### src/rtl/hs_source.sv
// FIFO-buffered operand source for the picoMIPS switch port.
// Ports: clk/reset, in_* push side, ld_ack from CPU, sw_data/handshake_switch out, busy, count.
module hs_source #(
  parameter int DATA_WIDTH   = 8,
  parameter int DEPTH        = 4,
  parameter int SETUP_CYCLES = 2
) (
  input  logic                         clk,
  input  logic                         reset,
  input  logic [DATA_WIDTH-1:0]        in_data,
  input  logic                         in_valid,
  output logic                         in_ready,
  input  logic                         ld_ack,
  output logic [DATA_WIDTH-1:0]        sw_data,
  output logic                         handshake_switch,
  output logic                         busy,
  output logic [$clog2(DEPTH+1)-1:0]   count
);

  localparam int PW   = $clog2(DEPTH);
  localparam int CNTW = $clog2(DEPTH+1);
  localparam int SW   = (SETUP_CYCLES > 1) ? $clog2(SETUP_CYCLES) : 1;

  if (SETUP_CYCLES < 1) begin : g_bad_setup
    $error("hs_source: SETUP_CYCLES must be at least 1");
  end
  if (DEPTH < 2 || (DEPTH & (DEPTH - 1)) != 0) begin : g_bad_depth
    $error("hs_source: DEPTH must be a power of two, at least 2");
  end

  typedef enum logic [1:0] {
    IDLE,
    SETUP,
    PRESENT
  } state_e;

  state_e                state_q, state_d;
  logic [DATA_WIDTH-1:0] mem_q [DEPTH];
  logic [DATA_WIDTH-1:0] mem_d [DEPTH];
  logic [PW-1:0]         wr_ptr_q, wr_ptr_d;
  logic [PW-1:0]         rd_ptr_q, rd_ptr_d;
  logic [CNTW-1:0]       count_q, count_d;
  logic [SW-1:0]         cnt_q, cnt_d;
  logic [DATA_WIDTH-1:0] sw_data_q, sw_data_d;
  logic                  hs_q, hs_d;
  logic                  push, pop;

  // Ready depends on occupancy only; a same-cycle pop does not open a slot.
  assign in_ready = count_q < CNTW'(DEPTH);
  assign push     = in_valid && in_ready;

  always_comb begin
    state_d   = state_q;
    mem_d     = mem_q;
    wr_ptr_d  = wr_ptr_q;
    rd_ptr_d  = rd_ptr_q;
    count_d   = count_q;
    cnt_d     = cnt_q;
    sw_data_d = sw_data_q;
    hs_d      = hs_q;
    pop       = 1'b0;

    if (push) begin
      mem_d[wr_ptr_q] = in_data;
      wr_ptr_d        = wr_ptr_q + 1'b1;
    end

    unique case (state_q)
      IDLE: begin
        if (count_q != '0) begin
          pop       = 1'b1;
          sw_data_d = mem_q[rd_ptr_q];
          rd_ptr_d  = rd_ptr_q + 1'b1;
          cnt_d     = SW'(SETUP_CYCLES - 1);
          state_d   = SETUP;
        end
      end
      SETUP: begin
        if (cnt_q == '0) begin
          // Toggle gives the 1,0,1,... phase per word.
          hs_d    = ~hs_q;
          state_d = PRESENT;
        end else begin
          cnt_d = cnt_q - 1'b1;
        end
      end
      PRESENT: begin
        if (ld_ack) begin
          state_d = IDLE;
        end
      end
      default: state_d = IDLE;
    endcase

    unique case ({push, pop})
      2'b10:   count_d = count_q + 1'b1;
      2'b01:   count_d = count_q - 1'b1;
      default: count_d = count_q;
    endcase
  end

  always_ff @(posedge clk) begin
    if (reset) begin
      state_q   <= IDLE;
      mem_q     <= '{default: '0};
      wr_ptr_q  <= '0;
      rd_ptr_q  <= '0;
      count_q   <= '0;
      cnt_q     <= '0;
      sw_data_q <= '0;
      hs_q      <= 1'b0;
    end else begin
      state_q   <= state_d;
      mem_q     <= mem_d;
      wr_ptr_q  <= wr_ptr_d;
      rd_ptr_q  <= rd_ptr_d;
      count_q   <= count_d;
      cnt_q     <= cnt_d;
      sw_data_q <= sw_data_d;
      hs_q      <= hs_d;
    end
  end

  assign sw_data          = sw_data_q;
  assign handshake_switch = hs_q;
  assign busy             = state_q != IDLE;
  assign count            = count_q;

endmodule

### config.mk
export PLATFORM = sky130hd
export DESIGN_NAME = hs_source
export DESIGN_NICKNAME = d
export VERILOG_FILES = /design/src/rtl/hs_source.sv
export SDC_FILE = /design/constraint.sdc
export NUM_CORES = 1
export LEC_CHECK = 0
export ABC_AREA = 1
export BUFFER_PORTS_ARGS = -buffer_cell sky130_fd_sc_hd__buf_4
export CORE_MARGIN = 3
export CORE_UTILIZATION = 58
export CTS_CLUSTER_SIZE = 28
export DETAILED_ROUTE_END_ITERATION = 16
export PLACE_DENSITY = 0.88
export SLEW_MARGIN = 20
export SYNTH_ARGS = -nofsm -noshare
export SYNTH_HDL_FRONTEND = slang
export SYNTH_SLANG_ARGS = --single-unit
### constraint.sdc
create_clock -name clk -period 2.1 [get_ports clk]
set_input_delay 0.315 -clock clk [delete_from_list [all_inputs] [get_ports clk]]
set_output_delay 0.315 -clock clk [all_outputs]
set_load 0.05 [all_outputs]
* Word level (Yosys, flattened, before mapping)
Cells that the tools add are included.
** Cells by class
- Multipliers :: 0
- Div/mod/pow operators :: 0
- Bitwise logic cells :: 4
- Eq/ne operators :: 7
- Add/sub/neg operators :: 5
- Shifts and indexed selects :: 0
- Mux-type cells :: 16
- Reductions and logical operators :: 11
- $lt $le $gt $ge :: 4
** Operators with widths (count)
- 32-bit bitwise mux :: 1
- 8-bit 2-to-1 mux :: 3
- 8-bit binary-select mux with 2-bit select :: 1
- 8-bit demux with 2-bit select :: 1
- 3-bit greater-or-equal comparator, second input constant :: 2
- 2-bit 2-to-1 mux :: 3
- 2-bit != test, second input constant :: 3
- 2-bit inverter with 3-bit output :: 2
- 2-bit one-hot mux with 3 select lines :: 1
- 3-bit one-hot mux with 2 select lines :: 1
- 2-bit AND reduction :: 3
- 2-bit nonzero test :: 3
- 2-bit by 1-bit adder with 2-bit output, second input constant :: 2
- 2-bit by 1-bit equality test with 1-bit output, second input constant :: 2
- 2-bit equality test, second input constant :: 2
- 1-bit 2-to-1 mux :: 4
- 3-bit by 1-bit adder with 3-bit output, second input constant :: 1
- 3-bit by 1-bit less-than comparator with 1-bit output, second input constant :: 1
- 3-bit less-than comparator, second input constant :: 1
- 3-bit AND reduction :: 1
- 3-bit nonzero test :: 1
- 3-bit by 1-bit subtractor with 3-bit output, second input constant :: 1
- 1-bit logical AND :: 2
- 2-bit logical NOT :: 1
- other kinds (3) :: 4
** Storage, ports and cells
- Bits in registers :: 51
- RAM bits :: 0
- Output and inout port bits :: 14
- Bits in latches :: 0
- Memories kept :: 0
- ROM bits :: 0

* Depth between registers and ports, before layout
Gate-level depths: netlist of the first run.
- Depth after elaboration :: 6
- Mapped depth :: 13
- Depth with buffers taken out :: 13

* Worst setup path before layout of the first run
OpenSTA, ideal clock, no wires.
- Path kind :: reg-to-reg
- Start :: register count_q[2], in the netlist count[2]
- End :: register count_q[2], in the netlist count[2]
- Path slack :: 0.008 ns
- Buffers on the path :: 0
- Arrival :: 1.978 ns
- Stages on the path, launching flop included :: 12
- Path through :: dfxtp_1 -> inv_2 -> nand2_4 -> ha_1 -> inv_1 -> fa_1 -> inv_1 -> nand2_1 -> nand3_1 -> nand2_1 -> nand2_1 -> nor2_1
** On the way
- Elaborated cells on any way between the ends :: 11
- Classes of those cells :: add/sub (2); order compare (1); eq/ne (2); mux (3); reduce/logical (3)
** RTL lines
- from (decl) :: line 42 : logic [CNTW-1:0] count_q, count_d;
- from (signal assigned) :: line 117 : count_q <= count_d;
- 3-bit less-than comparator (*) :: line 49 : assign in_ready = count_q < CNTW'(DEPTH);
- via in_ready :: line 12 : output logic in_ready,
- 1-bit logical AND (*) :: line 50 : assign push = in_valid && in_ready;
- 2-bit by 1-bit equality test with 1-bit output / 2-bit equality test (equally long branches) :: line 95 : unique case ({push, pop})
- 3-bit one-hot mux with 2 select lines / 2-bit nonzero test (equally long branches)
The timed path passes the listed nets; every way through them passes the cells marked *.
A chain may end at the register's enable or synchronous reset.

* Worst setup path after layout of the first run
- Start :: register count_q[1], in the netlist count[1]
- End :: register count_q[2], in the netlist count[2]
** On the way
- Word-level cells in the longest chain between the ends :: 5
- Elaborated cells on any way between the ends :: 11
- Classes of those cells :: add/sub (2); order compare (1); eq/ne (2); mux (3); reduce/logical (3)
** Ends and longest elaborated chain
- 3-bit nonzero test (*) :: line 70 : if (count_q != '0) begin
- 1-bit 2-to-1 mux (*) :: line 70
- 1-bit 2-to-1 mux (*) :: line 68 : unique case (state_q)
- via pop :: line 46 : logic push, pop;
- 2-bit by 1-bit equality test with 1-bit output / 2-bit equality test (equally long branches) :: line 95
- 3-bit one-hot mux with 2 select lines / 2-bit nonzero test (equally long branches)
Marks and branches as above.

==> qor.csv, run 1 <==
stage,metric,value,unit
synthesis,post-synthesis xor/xnor area fraction,0,
floorplanning,io pins,26,
worst_setup_path,CP Cell Sequence,"inv_1, nand2_1, nand2_2, inv_1, ha_1, inv_1, fa_1, inv_1, nand2_1, nand3_1, nand2_1, nand2_1, nor2_1",
cts,worst-skew pair later-pin latency,0.30,ns
cts,H-tree depth,2,
synthesis,adder-cell share of the synthesized area,0.0328,
synthesis,Yosys cell types,23,
route,drt first pass iters,4,
timing,Final min period,1.74,ns
timing,Slew HR,0.705,
job,Max-cap violations,0,
cts,CTS Root Cell,clkbuf_8,
worst_setup_path,Critical Path End Type,register,
placement,hpwl dp,3520,µm
route,drt via density,5.19,
power,Peak VDD IR,0.00103,V
cts,CTS Buffer Depth,2,
synthesis,sequential fraction of the synthesis area,0.405,
grt,first-pass GRT wire length,9180,µm
cts,post-CTS setup buffer count,0,
route,met2 wire length,2490,µm
route,met3 WL,296,µm
grt,"Remaining Overflow, GRT",0,
outcome,status,"complete, no violations",
final_layout,final core utilization,0.666,
grt,All-Layer GR Usage,0.224,
final_layout,Area Growth Syn to Fin,7.94,%
cts,Clock Pin Slew Worst Setup and Hold Paths,0.08,ns
floorplanning,Die Width,71.9,µm
worst_setup_path,Critical Path Start Type,register,
cts,CTS Buf Count,5,
timing,RSZ-0062 raised after global routing,no,
grt,initial antenna violation count,0,
synthesis,post-synthesis compound-gate area fraction,0.0933,
final_layout,Layout Nets,395,
final_layout,Final Cell Area,2720,µm²
synthesis,Mapped Nets,377,
synthesis,post-synthesis simple-gate area fraction,0.315,
route,Post-Route WL,5250,µm
worst_setup_path,WS Path Type,register to register,
cts,CTS tree,built,
route,Met1 Routed Length,2290,µm
placement,placed cell area,2640,µm²
timing,"Slew Viols, Final",0,
final_layout,proportion of layout cells with a drive suffix above 1,0.143,
worst_setup_path,CP peak stage delay,0.38,ns
timing,Sum Neg Setup Slack,0,ns
synthesis,post-synthesis mux area share,0,
floorplanning,core area,4090,µm²
final_layout,diode count,0,
worst_setup_path,CP required,2.30,ns
grt,pin count of the biggest net entering global routing,38,
power,Final Total Pwr,3.77,mW
synthesis,synthesized flop and latch total,51,
power,Leak,1.18,nW
final_layout,Layout Cells excl Fill,428,
hold_path,HP Class,input port to register,
placement,Placed Instances,420,
route,wire per inst,12.3,µm
timing,Setup-failing EPs final,0,
placement,RePlAce Congestion,0.827,
synthesis,Syn Area/Cell,7.02,µm²
synthesis,largest family of logic cells by synthesized area,simple AND/OR/NAND/NOR gates,
floorplanning,DIE AREA,5170,µm²
timing,final period utilization,0.829,
route,highest metal used,met4,
grt,number of global-route vias before repair,2192,
timing,Worst-Margin Slew,0.442,ns
floorplanning,row cnt,23,
cts,post-CTS sizing,0,
worst_setup_path,crit path max fanout,3,
cts,count of hold-fix buffers inserted at cts,0,
timing,Max Freq,574,MHz
synthesis,yosys warns,0,
timing,Fin. Hold Viols,0,
floorplanning,die height,71.9,µm
route,Initial DRC Count,120,
route,post-route ant nets,0,
cts,clock net sink count,51,
route,Vias,2221,
synthesis,mapped cell area,2520,µm²
floorplanning,Starting Density,0.617,
synthesis,Post-Syn Instances,359,
worst_setup_path,worst path arrival time,1.95,ns
placement,Port Buffers,25,
timing,skew final,0.00408,ns
power,PwrDens,1380,nW/µm²
worst_setup_path,CP max-delay cell,fa_1,
route,DRC,0,
-- critical path, delay by kind of cell (launching register included) --
kind          cells  cell delay, ns
simple gates      7            0.46
fa+ha+maj         2            0.54
flops             1            0.36
buf+inv           4            0.28
-- cell usage in the layout (no fill, tap or decap) --
| master | count |
|---|---|
| a21oi_1 | 41 |
| buf_4 | 29 |
| clkbuf_1 | 2 |
| clkbuf_8 | 5 |
| clkinv_1 | 1 |
| clkinv_2 | 1 |
| dfxtp_1 | 51 |
| fa_1 | 1 |
| ha_1 | 5 |
| inv_1 | 52 |
| inv_2 | 1 |
| inv_8 | 2 |
| nand2_1 | 91 |
| nand2_2 | 14 |
| nand2_4 | 1 |
| nand3_1 | 50 |
| nand3b_1 | 2 |
| nor2_1 | 22 |
| nor2_2 | 1 |
| o21ai_0 | 5 |
| o21ai_1 | 1 |
-- final timing paths --
| kind | cells after the start | slack [ns] | to | startpoint |
|---|---|---|---|---|
| worst max-delay path | 13 | 0.36 | count[2] | count[1] |
| worst min-delay path | 3 | 0.30 | state_q[1] | ld_ack |
| worst max register to register | 13 | 0.36 | count[2] | count[1] |
| worst min register to register | 2 | 0.47 | mem_q[3] | mem_q[3] |
-- synth_stat cells --
cell	count	area share
buf_1	1	0.0015
clkinv_1	1	0.0015
buf_12	1	0.0079
inv_1	52	0.077
buf_2	8	0.016
nand3_1	50	0.099
nand2_1	91	0.14
nor2_1	22	0.033
buf_4	1	0.0030
inv_2	1	0.0015
o21ai_1	1	0.0020
a21oi_1	41	0.081
o21ai_0	5	0.0099
dfxtp_1	51	0.41
buf_8	3	0.018
nand2_4	1	0.0045
nand3b_1	2	0.0060
nor2_2	1	0.0025
inv_8	2	0.0089
fa_1	1	0.0079
nand2_2	14	0.035
ha_1	5	0.025
buf_6	4	0.018
-- logic make-up (layout without fill, tap and decap cells) --
kind of cell    after synthesis  count (layout)
buf+inv                      74              93
fa+ha+maj                     6               6
compound gates               47              47
simple gates                181             181
flops                        51              51
-- sequential cells by signal, indices dropped and copies added, names as in the netlist --
| register | flops |
|---|---|
| mem_q | 32 |
| handshake_switch | 1 |
| wr_ptr_q | 2 |
| rd_ptr_q | 2 |
| sw_data | 8 |
| state_q | 2 |
| count | 3 |
| cnt_q | 1 |
-- through the flow --
stage	worst slack (ns)	hold slack [ns]
finish	0.359	0.295
global route	0.131	0.312
CTS	0.355	0.289
detailed placement	0.383	0.453
global placement	0.480	0.449
floorplan	0.00810	0.441
-- power by group --
| part | internal (mW) | switching, mW |
|---|---|---|
| logic | 0.628 | 1.35 |
| clock network | 0.235 | 0.313 |
| registers | 1.15 | 0.0940 |
-- metal layers --
metal | global-route usage | up-vias
met1 | 0.261 | 999
li1 | - | 1144
met4 | 0.119 | 0
met3 | 0.0485 | 19
met5 | 0 | -
met2 | 0.386 | 59
-- layout make-up --
cell class	instances	area (µm²)
clock buffer	7	76.3
clock inverter	1	5.00
multi-input combinational	234	1110
inverter	56	225
timing repair buffer	29	218
fill	375	1370
tap	50	62.6
sequential	51	1020
Note: power is estimated with default switching activity, not from simulation.
==> run 2: changes to the inputs <==
--- a/config.mk
+++ b/config.mk
@@ -8,10 +8,10 @@
 export ABC_AREA = 1
 export BUFFER_PORTS_ARGS = -buffer_cell sky130_fd_sc_hd__buf_4
 export CORE_MARGIN = 3
-export CORE_UTILIZATION = 58
+export CORE_UTILIZATION = 52
 export CTS_CLUSTER_SIZE = 28
 export DETAILED_ROUTE_END_ITERATION = 16
-export PLACE_DENSITY = 0.88
+export PLACE_DENSITY = 0.84
 export SLEW_MARGIN = 20
 export SYNTH_ARGS = -nofsm -noshare
 export SYNTH_HDL_FRONTEND = slang
==> constraint.sdc (replaced) <==
create_clock -name clk -period 1.57 [get_ports clk]
set_input_delay 0.2355 -clock clk [delete_from_list [all_inputs] [get_ports clk]]
set_output_delay 0.2355 -clock clk [all_outputs]
set_load 0.05 [all_outputs]
==> run 2 against run 1 <==
Fmax grew 13%. Wire length grew 3.4%. Die area grew 11%. Clock power grew 77%. Sequential power grew 39%. Sequential share of layout area shrank 2.1 points. Critical path type unchanged.
==> qor.csv, run 2 (synthesis gave the netlist of run 1 again) <==
stage,metric,value,unit,change
outcome,status,"complete, no violations",,
route,post-route ant nets,0,,unchanged
cts,CTS Buffer Depth,2,,unchanged
grt,All-Layer GR Usage,0.205,,-0.0198
route,Initial DRC Count,167,,+39%
power,switch share,0.441,,-0.0256
job,Max-cap violations,0,,unchanged
power,Combinational Power Share,0.521,,-0.004
cts,H-tree depth,2,,unchanged
route,wire per inst,12.2,µm,-0.33%
route,DRC,0,,unchanged
final_layout,FILL cells,409,,+9.1%
placement,Port Buffers,25,,unchanged
final_layout,"commonest non-fill, non-tap cell in the layout",nand2_1,,
worst_setup_path,Critical Path End Type,register,,
placement,hpwl dp,3770,µm,+7.2%
grt,initial antenna violation count,0,,unchanged
power,Pint,3.15,mW,+57%
cts,Clock Pin Slew Worst Setup and Hold Paths,0.09,ns,about the same
placement,RePlAce Congestion,0.862,,+4.3%
floorplanning,Die Width,75.6,µm,+5.1%
final_layout,most frequent cells in the layout,"nand2_1, inv_1, nand3_1",,
worst_setup_path,cell depth of the worst flop-to-flop path,12,,-1
route,Vias,2266,,+2.0%
power,Sw Pwr,2.48,mW,+41%
timing,final period utilization,0.986,,+0.157
timing,Slew HR,0.726,,+0.0205
hold_path,WHS Path Cells,3,,unchanged
timing,"Slew Viols, Final",0,,unchanged
floorplanning,die height,75.6,µm,+5.1%
timing,Worst-Margin Slew,0.411,ns,-0.0312 ns
grt,"Remaining Overflow, GRT",0,,unchanged
final_layout,diode count,0,,unchanged
timing,Setup-failing EPs final,0,,unchanged
grt,number of global-route vias before repair,2071,,-5.5%
route,Post-Route WL,5420,µm,+3.4%
cts,CTS tree,built,,
power,power share of the sequential group,0.306,,-0.023
worst_setup_path,worst path arrival time,1.76,ns,-0.19 ns
route,drt via density,5.10,,-1.7%
worst_setup_path,crit path max fanout,2,,-1
floorplanning,row cnt,24,,+4.3%
floorplanning,DIE AREA,5720,µm²,+11%
floorplanning,Starting Density,0.559,,-0.0572
worst_setup_path,WS Path Type,register to register,,
route,drt first pass iters,4,,unchanged
final_layout,Final Cell Area,2920,µm²,+7.3%
timing,Max Freq,646,MHz,+13%
timing,Final min period,1.55,ns,-0.194 ns
timing,skew final,0.00707,ns,+0.00299 ns
placement,pre-CTS WS,0.00882,ns,-0.374 ns
cts,clock net sink count,51,,unchanged
power,Peak VDD IR,0.00180,V,+75%
cts,worst-skew pair later-pin latency,0.31,ns,about the same
final_layout,proportion of layout cells with a drive suffix above 1,0.212,,+0.0689
cts,CTS Buf Count,5,,unchanged
timing,Final Worst Setup Slack,0.0222,ns,-0.336 ns
power,Leak,1.27,nW,+7.9%
final_layout,Layout Nets,409,,+3.5%
power,PwrDens,1930,nW/µm²,+39%
grt,first-pass GRT wire length,8890,µm,-3.1%
worst_setup_path,CP required,1.78,ns,-0.52 ns
timing,RSZ-0062 raised after global routing,yes,,
worst_setup_path,Critical Path Start Type,register,,
timing,Fin. Hold Viols,0,,unchanged
grt,pin count of the biggest net entering global routing,38,,unchanged
hold_path,HP Class,input port to register,,
floorplanning,core area,4500,µm²,+10%
cts,CTS Root Cell,clkbuf_8,,
final_layout,flip-flop count of the largest register after layout,32,,unchanged
power,Clk network pwr share,0.173,,+0.028
final_layout,Area Growth Syn to Fin,15.8,%,
final_layout,register with the most flip-flops,mem_q,,
placement,placed cell area,2750,µm²,+4.0%
floorplanning,io pins,26,,unchanged
==> run 2: changes by cell type in the layout (fill, tap and decap cells not counted), sizes merged <==
cell	previous run	this run
buf	29	43
bufinv	0	1
clkbuf	7	6
clkinv	2	1
inv	55	56
==> run 2: layer usage <==
layer	vias up	track usage	wire [µm]
li1	1175	-	-
met1	1012	0.254	2340
met2	70	0.337	2570
met3	9	0.0488	409
met4	0	0.0893	107
met5	-	0	0
==> run 2: final cells by class <==
| type | count | area (µm²) | area share |
|---|---|---|---|
| Multi-Input combinational cell | 234 | 1140 | 0.392 |
| Clock inverter | 2 | 38.8 | 0.0133 |
| Timing Repair Buffer | 43 | 323 | 0.111 |
| Tap cell | 52 | 65.1 | 0.0223 |
| Sequential cell | 51 | 1030 | 0.354 |
| Clock buffer | 6 | 82.6 | 0.0283 |
| Inverter | 56 | 230 | 0.0789 |
==> run 2: worst paths after layout <==
path | start | slack (ns) | to
max | state_q[0] | 0.02 | count[2]
max reg2reg | state_q[0] | 0.02 | count[2]
min reg2reg | mem_q[31] | 0.47 | mem_q[31]
min | ld_ack | 0.20 | state_q[1]
==> run 2: repair_timing <==
| item | in CTS | in global routing |
|---|---|---|
| buffers inserted | 3 | 1 |
| setup endpoints to repair | 1 | 2 |
| pin swaps | 1 | 3 |
| resized for setup | 3 | 4 |
| hold buffers | 0 | 0 |
==> run 2: through the flow <==
| stage | utilization | hold slack [ns] | setup TNS, ns | cells | power (mW) |
|---|---|---|---|---|---|
| 2_1_floorplan | - | 0.400 | -0.0635 | 359 | 4.02 |
| 3_3_place_gp | 0.609 | 0.448 | 0 | 432 | 4.47 |
| 3_5_place_dp | 0.609 | 0.452 | 0 | 432 | 4.54 |
| 4_1_cts | 0.643 | 0.196 | 0 | 443 | 5.58 |
| 5_1_grt | 0.648 | 0.203 | -0.0825 | 444 | 6.06 |
| 6_report | 0.648 | 0.200 | 0 | 444 | 5.63 |
==> run 2: power by group through the flow <==
stage	sequential (mW)	clock, mW	combinational [mW]
after floorplan	2.06	0	1.95
after global placement	1.72	0	2.75
after detailed placement	1.74	0	2.80
after CTS	1.71	0.987	2.88
after global routing	1.75	1.03	3.27
final	1.72	0.972	2.94
==> run 2: critical path, cell delays in order (launching register included) <==
cell and delay [ns]:
dfxtp_2 0.35, nor2_4 0.12, nand2_2 0.07, inv_2 0.07, ha_4 0.13, inv_2 0.04
fa_2 0.34, inv_1 0.07, nand2_1 0.06, nand3_2 0.06, nand2_1 0.05, nand2_1 0.05
nor2_1 0.05
==> run 3: changes to the inputs <==
--- a/config.mk
+++ b/config.mk
@@ -7,11 +7,11 @@
 export LEC_CHECK = 0
 export ABC_AREA = 1
 export BUFFER_PORTS_ARGS = -buffer_cell sky130_fd_sc_hd__buf_4
-export CORE_MARGIN = 3
 export CORE_UTILIZATION = 52
 export CTS_CLUSTER_SIZE = 28
 export DETAILED_ROUTE_END_ITERATION = 16
 export PLACE_DENSITY = 0.84
+export SETUP_SLACK_MARGIN = 0.15
 export SLEW_MARGIN = 20
 export SYNTH_ARGS = -nofsm -noshare
 export SYNTH_HDL_FRONTEND = slang
==> run 3 against run 2 <==
The run now ends with setup timing left. Combinational power grew 9.2%. Sequential share of layout area fell by 0.58 points. First-iteration DRC count decreased by 5.4%. Setup slack got worse by 0.042 ns. Power up 1.3%. Clock-buffer cell count unchanged. Wire length up 9.0%. Final cell count up 1.6%. Worst hold slack worse by 0.014 ns. Critical path type unchanged. Highest routed layer unchanged.
==> qor.csv, run 3 (synthesis gave the netlist of run 1 again) <==
stage,metric,value,unit,change
outcome,status,"complete, but fails checks",,
outcome,failing checks,setup timing,,
cts,H-tree depth,2,,unchanged
timing,final period utilization,1.01,,+0.0269
timing,Max Freq,629,MHz,-2.7%
hold_path,hold path startpoint,ld_ack,,
cts,CTS Buffer Depth,2,,unchanged
placement,pre-CTS WS,0.0122,ns,+0.00338 ns
route,post-route ant nets,0,,unchanged
cts,Clock Pin Slew Worst Setup and Hold Paths,0.09,ns,about the same
power,PwrDens,1920,nW/µm²,-0.50%
worst_setup_path,Critical Path Start Type,register,,
worst_setup_path,"Buf+Inv Stages, Crit Path",3,,unchanged
route,Post-Route WL,5910,µm,+9.0%
floorplanning,Starting Density,0.559,,unchanged
cts,worst-skew pair later-pin latency,0.32,ns,about the same
power,Clk network pwr share,0.135,,-0.038
grt,initial antenna violation count,0,,unchanged
power,Pint,3.05,mW,-3.1%
worst_setup_path,CP required,1.83,ns,+0.05 ns
placement,Port Buffers,25,,unchanged
route,drt first pass iters,4,,unchanged
worst_setup_path,crit path max fanout,3,,+1
power,Combinational Power Share,0.563,,+0.042
hold_path,WHS Path Cells,3,,unchanged
worst_setup_path,CP max-delay cell,fa_2,,
floorplanning,row cnt,24,,unchanged
cts,CTS Buf Count,5,,unchanged
route,wire per inst,13.1,µm,+7.3%
worst_setup_path,Critical Path End Type,register,,
worst_setup_path,worst path arrival time,1.85,ns,+0.09 ns
timing,Final Hold Slack,0.186,ns,-0.0144 ns
placement,RePlAce Congestion,0.823,,-4.6%
worst_setup_path,WS Path Type,register to register,,
hold_path,HP Class,input port to register,,
power,power share of the sequential group,0.302,,-0.004
worst_setup_path,R2R setup slack,-0.02,ns,-0.04 ns
floorplanning,core area,4500,µm²,unchanged
final_layout,diode count,0,,unchanged
floorplanning,io pins,26,,unchanged
job,Max-cap violations,0,,unchanged
grt,first-pass GRT wire length,9600,µm,+7.9%
worst_setup_path,CP Cell Sequence,"inv_2, nand2_2, nand2_2, inv_2, ha_4, inv_2, fa_2, nand2_2, nand3_2, nand2_1, nand2_1, nor2_1",,
timing,Slew HR,0.718,,-0.00752
cts,CTS Root Cell,clkbuf_8,,
grt,pin count of the biggest net entering global routing,38,,unchanged
worst_setup_path,reg2reg start,count[1],,
final_layout,Area Growth Syn to Fin,17.9,%,
timing,skew final,0.00806,ns,+0.000991 ns
final_layout,register with the most flip-flops,mem_q,,
final_layout,most frequent cells in the layout,"nand2_1, nand3_1, buf_4",,
worst_setup_path,cell depth of the worst flop-to-flop path,12,,unchanged
final_layout,flip-flop count of the largest register after layout,32,,unchanged
timing,Worst-Margin Slew,0.422,ns,+0.0113 ns
worst_setup_path,CP peak stage delay,0.38,ns,+0.03 ns
timing,Fin. Hold Viols,0,,unchanged
cts,clock net sink count,51,,unchanged
route,drt via density,5.11,,+0.19%
route,Vias,2306,,+1.8%
worst_setup_path,"CP delay by family, top",adder cells,,
placement,hpwl dp,3790,µm,+0.51%
floorplanning,Die Width,71.6,µm,-5.3%
final_layout,final core utilization,0.659,,+0.0117
worst_setup_path,RR Endpoint,count[2],,
power,switch share,0.465,,+0.0241
power,Sw Pwr,2.65,mW,+6.8%
final_layout,"commonest non-fill, non-tap cell in the layout",nand2_1,,
cts,CTS tree,built,,
floorplanning,die height,71.6,µm,-5.3%
timing,Final min period,1.59,ns,+0.0423 ns
timing,Final Worst Setup Slack,-0.0201,ns,-0.0423 ns
final_layout,Layout Nets,416,,+1.7%
grt,number of global-route vias before repair,2116,,+2.2%
timing,RSZ-0062 raised after global routing,yes,,
timing,"Slew Viols, Final",0,,unchanged
route,DRC,0,,unchanged
final_layout,Sequential Area,1030,µm²,+0.12%
final_layout,FILL cells,395,,-3.4%
grt,All-Layer GR Usage,0.246,,+0.0410
hold_path,Hold EP,state_q[1],,
power,Peak VDD IR,0.00135,V,-25%
route,Initial DRC Count,158,,-5.4%
floorplanning,DIE AREA,5130,µm²,-10%
final_layout,Multi-input gate area,1180,µm²,+2.7%
final_layout,proportion of layout cells with a drive suffix above 1,0.233,,+0.0213
timing,Sum Neg Setup Slack,-0.0201,ns,-0.0201 ns
grt,"Remaining Overflow, GRT",0,,unchanged
timing,Setup-failing EPs final,1,,+1
power,Leak,1.32,nW,+3.3%
## run 3: power groups by stage
stage / registers [mW] / logic (mW) / clock network (mW)
6_report: 1.72 / 3.21 / 0.770
5_1_grt: 1.75 / 3.52 / 0.825
4_1_cts: 1.72 / 3.00 / 0.779
3_5_place_dp: 1.73 / 2.84 / 0
3_3_place_gp: 1.72 / 2.78 / 0
2_1_floorplan: 2.06 / 1.95 / 0
## run 3: worst min-delay path: stages
cell	delay (ns)
buf_4	0.08
nand3b_1	0.09
a21oi_1	0.06
## run 3: worst max-delay path by stage
stage	slack [ns]	startpoint	endpoint	cells past startpoint
2_1_floorplan	-0.06	count[2]	count[2]	13
3_3_place_gp	0.05	count[0]	count[2]	13
6_report	-0.02	count[1]	count[2]	12
3_5_place_dp	0.01	count[1]	count[2]	13
4_1_cts	0.05	count[1]	count[2]	13
5_1_grt	-0.13	state_q[1]	count[2]	11
## run 3: timing repair
action / CTS / global route
pin swaps: 4 / 5
hold buffers: 0 / 0
setup buffers: 3 / 6
gates resized for setup: 8 / 8
endpoints found under the setup margin: 2 / 34
gates cloned: 0 / 1
## run 3: area by class of cell
type / count / area share
clock buffers: 6 / 0.0244
flip-flops and latches: 51 / 0.348
clock inverters: 2 / 0.00421
repair buffers: 49 / 0.124
well taps: 52 / 0.0219
repair inverters: 1 / 0.00295
inverters: 56 / 0.0783
multi-input cells: 234 / 0.396
## run 3: stage by stage
stage / power [mW] / cells / cell area [µm²]
5_1_grt: 6.09 / 451 / 2970
2_1_floorplan: 4.02 / 359 / 2550
3_5_place_dp: 4.57 / 433 / 2750
3_3_place_gp: 4.50 / 433 / 2750
4_1_cts: 5.49 / 444 / 2890
6_report: 5.70 / 451 / 2970
## run 3: layer usage
metal / GRT usage / part of all wire
met1: 0.300 / 0.44
met2: 0.408 / 0.49
met3: 0.0591 / 0.047
met4: 0.118 / 0.025
met5: 0 / 0
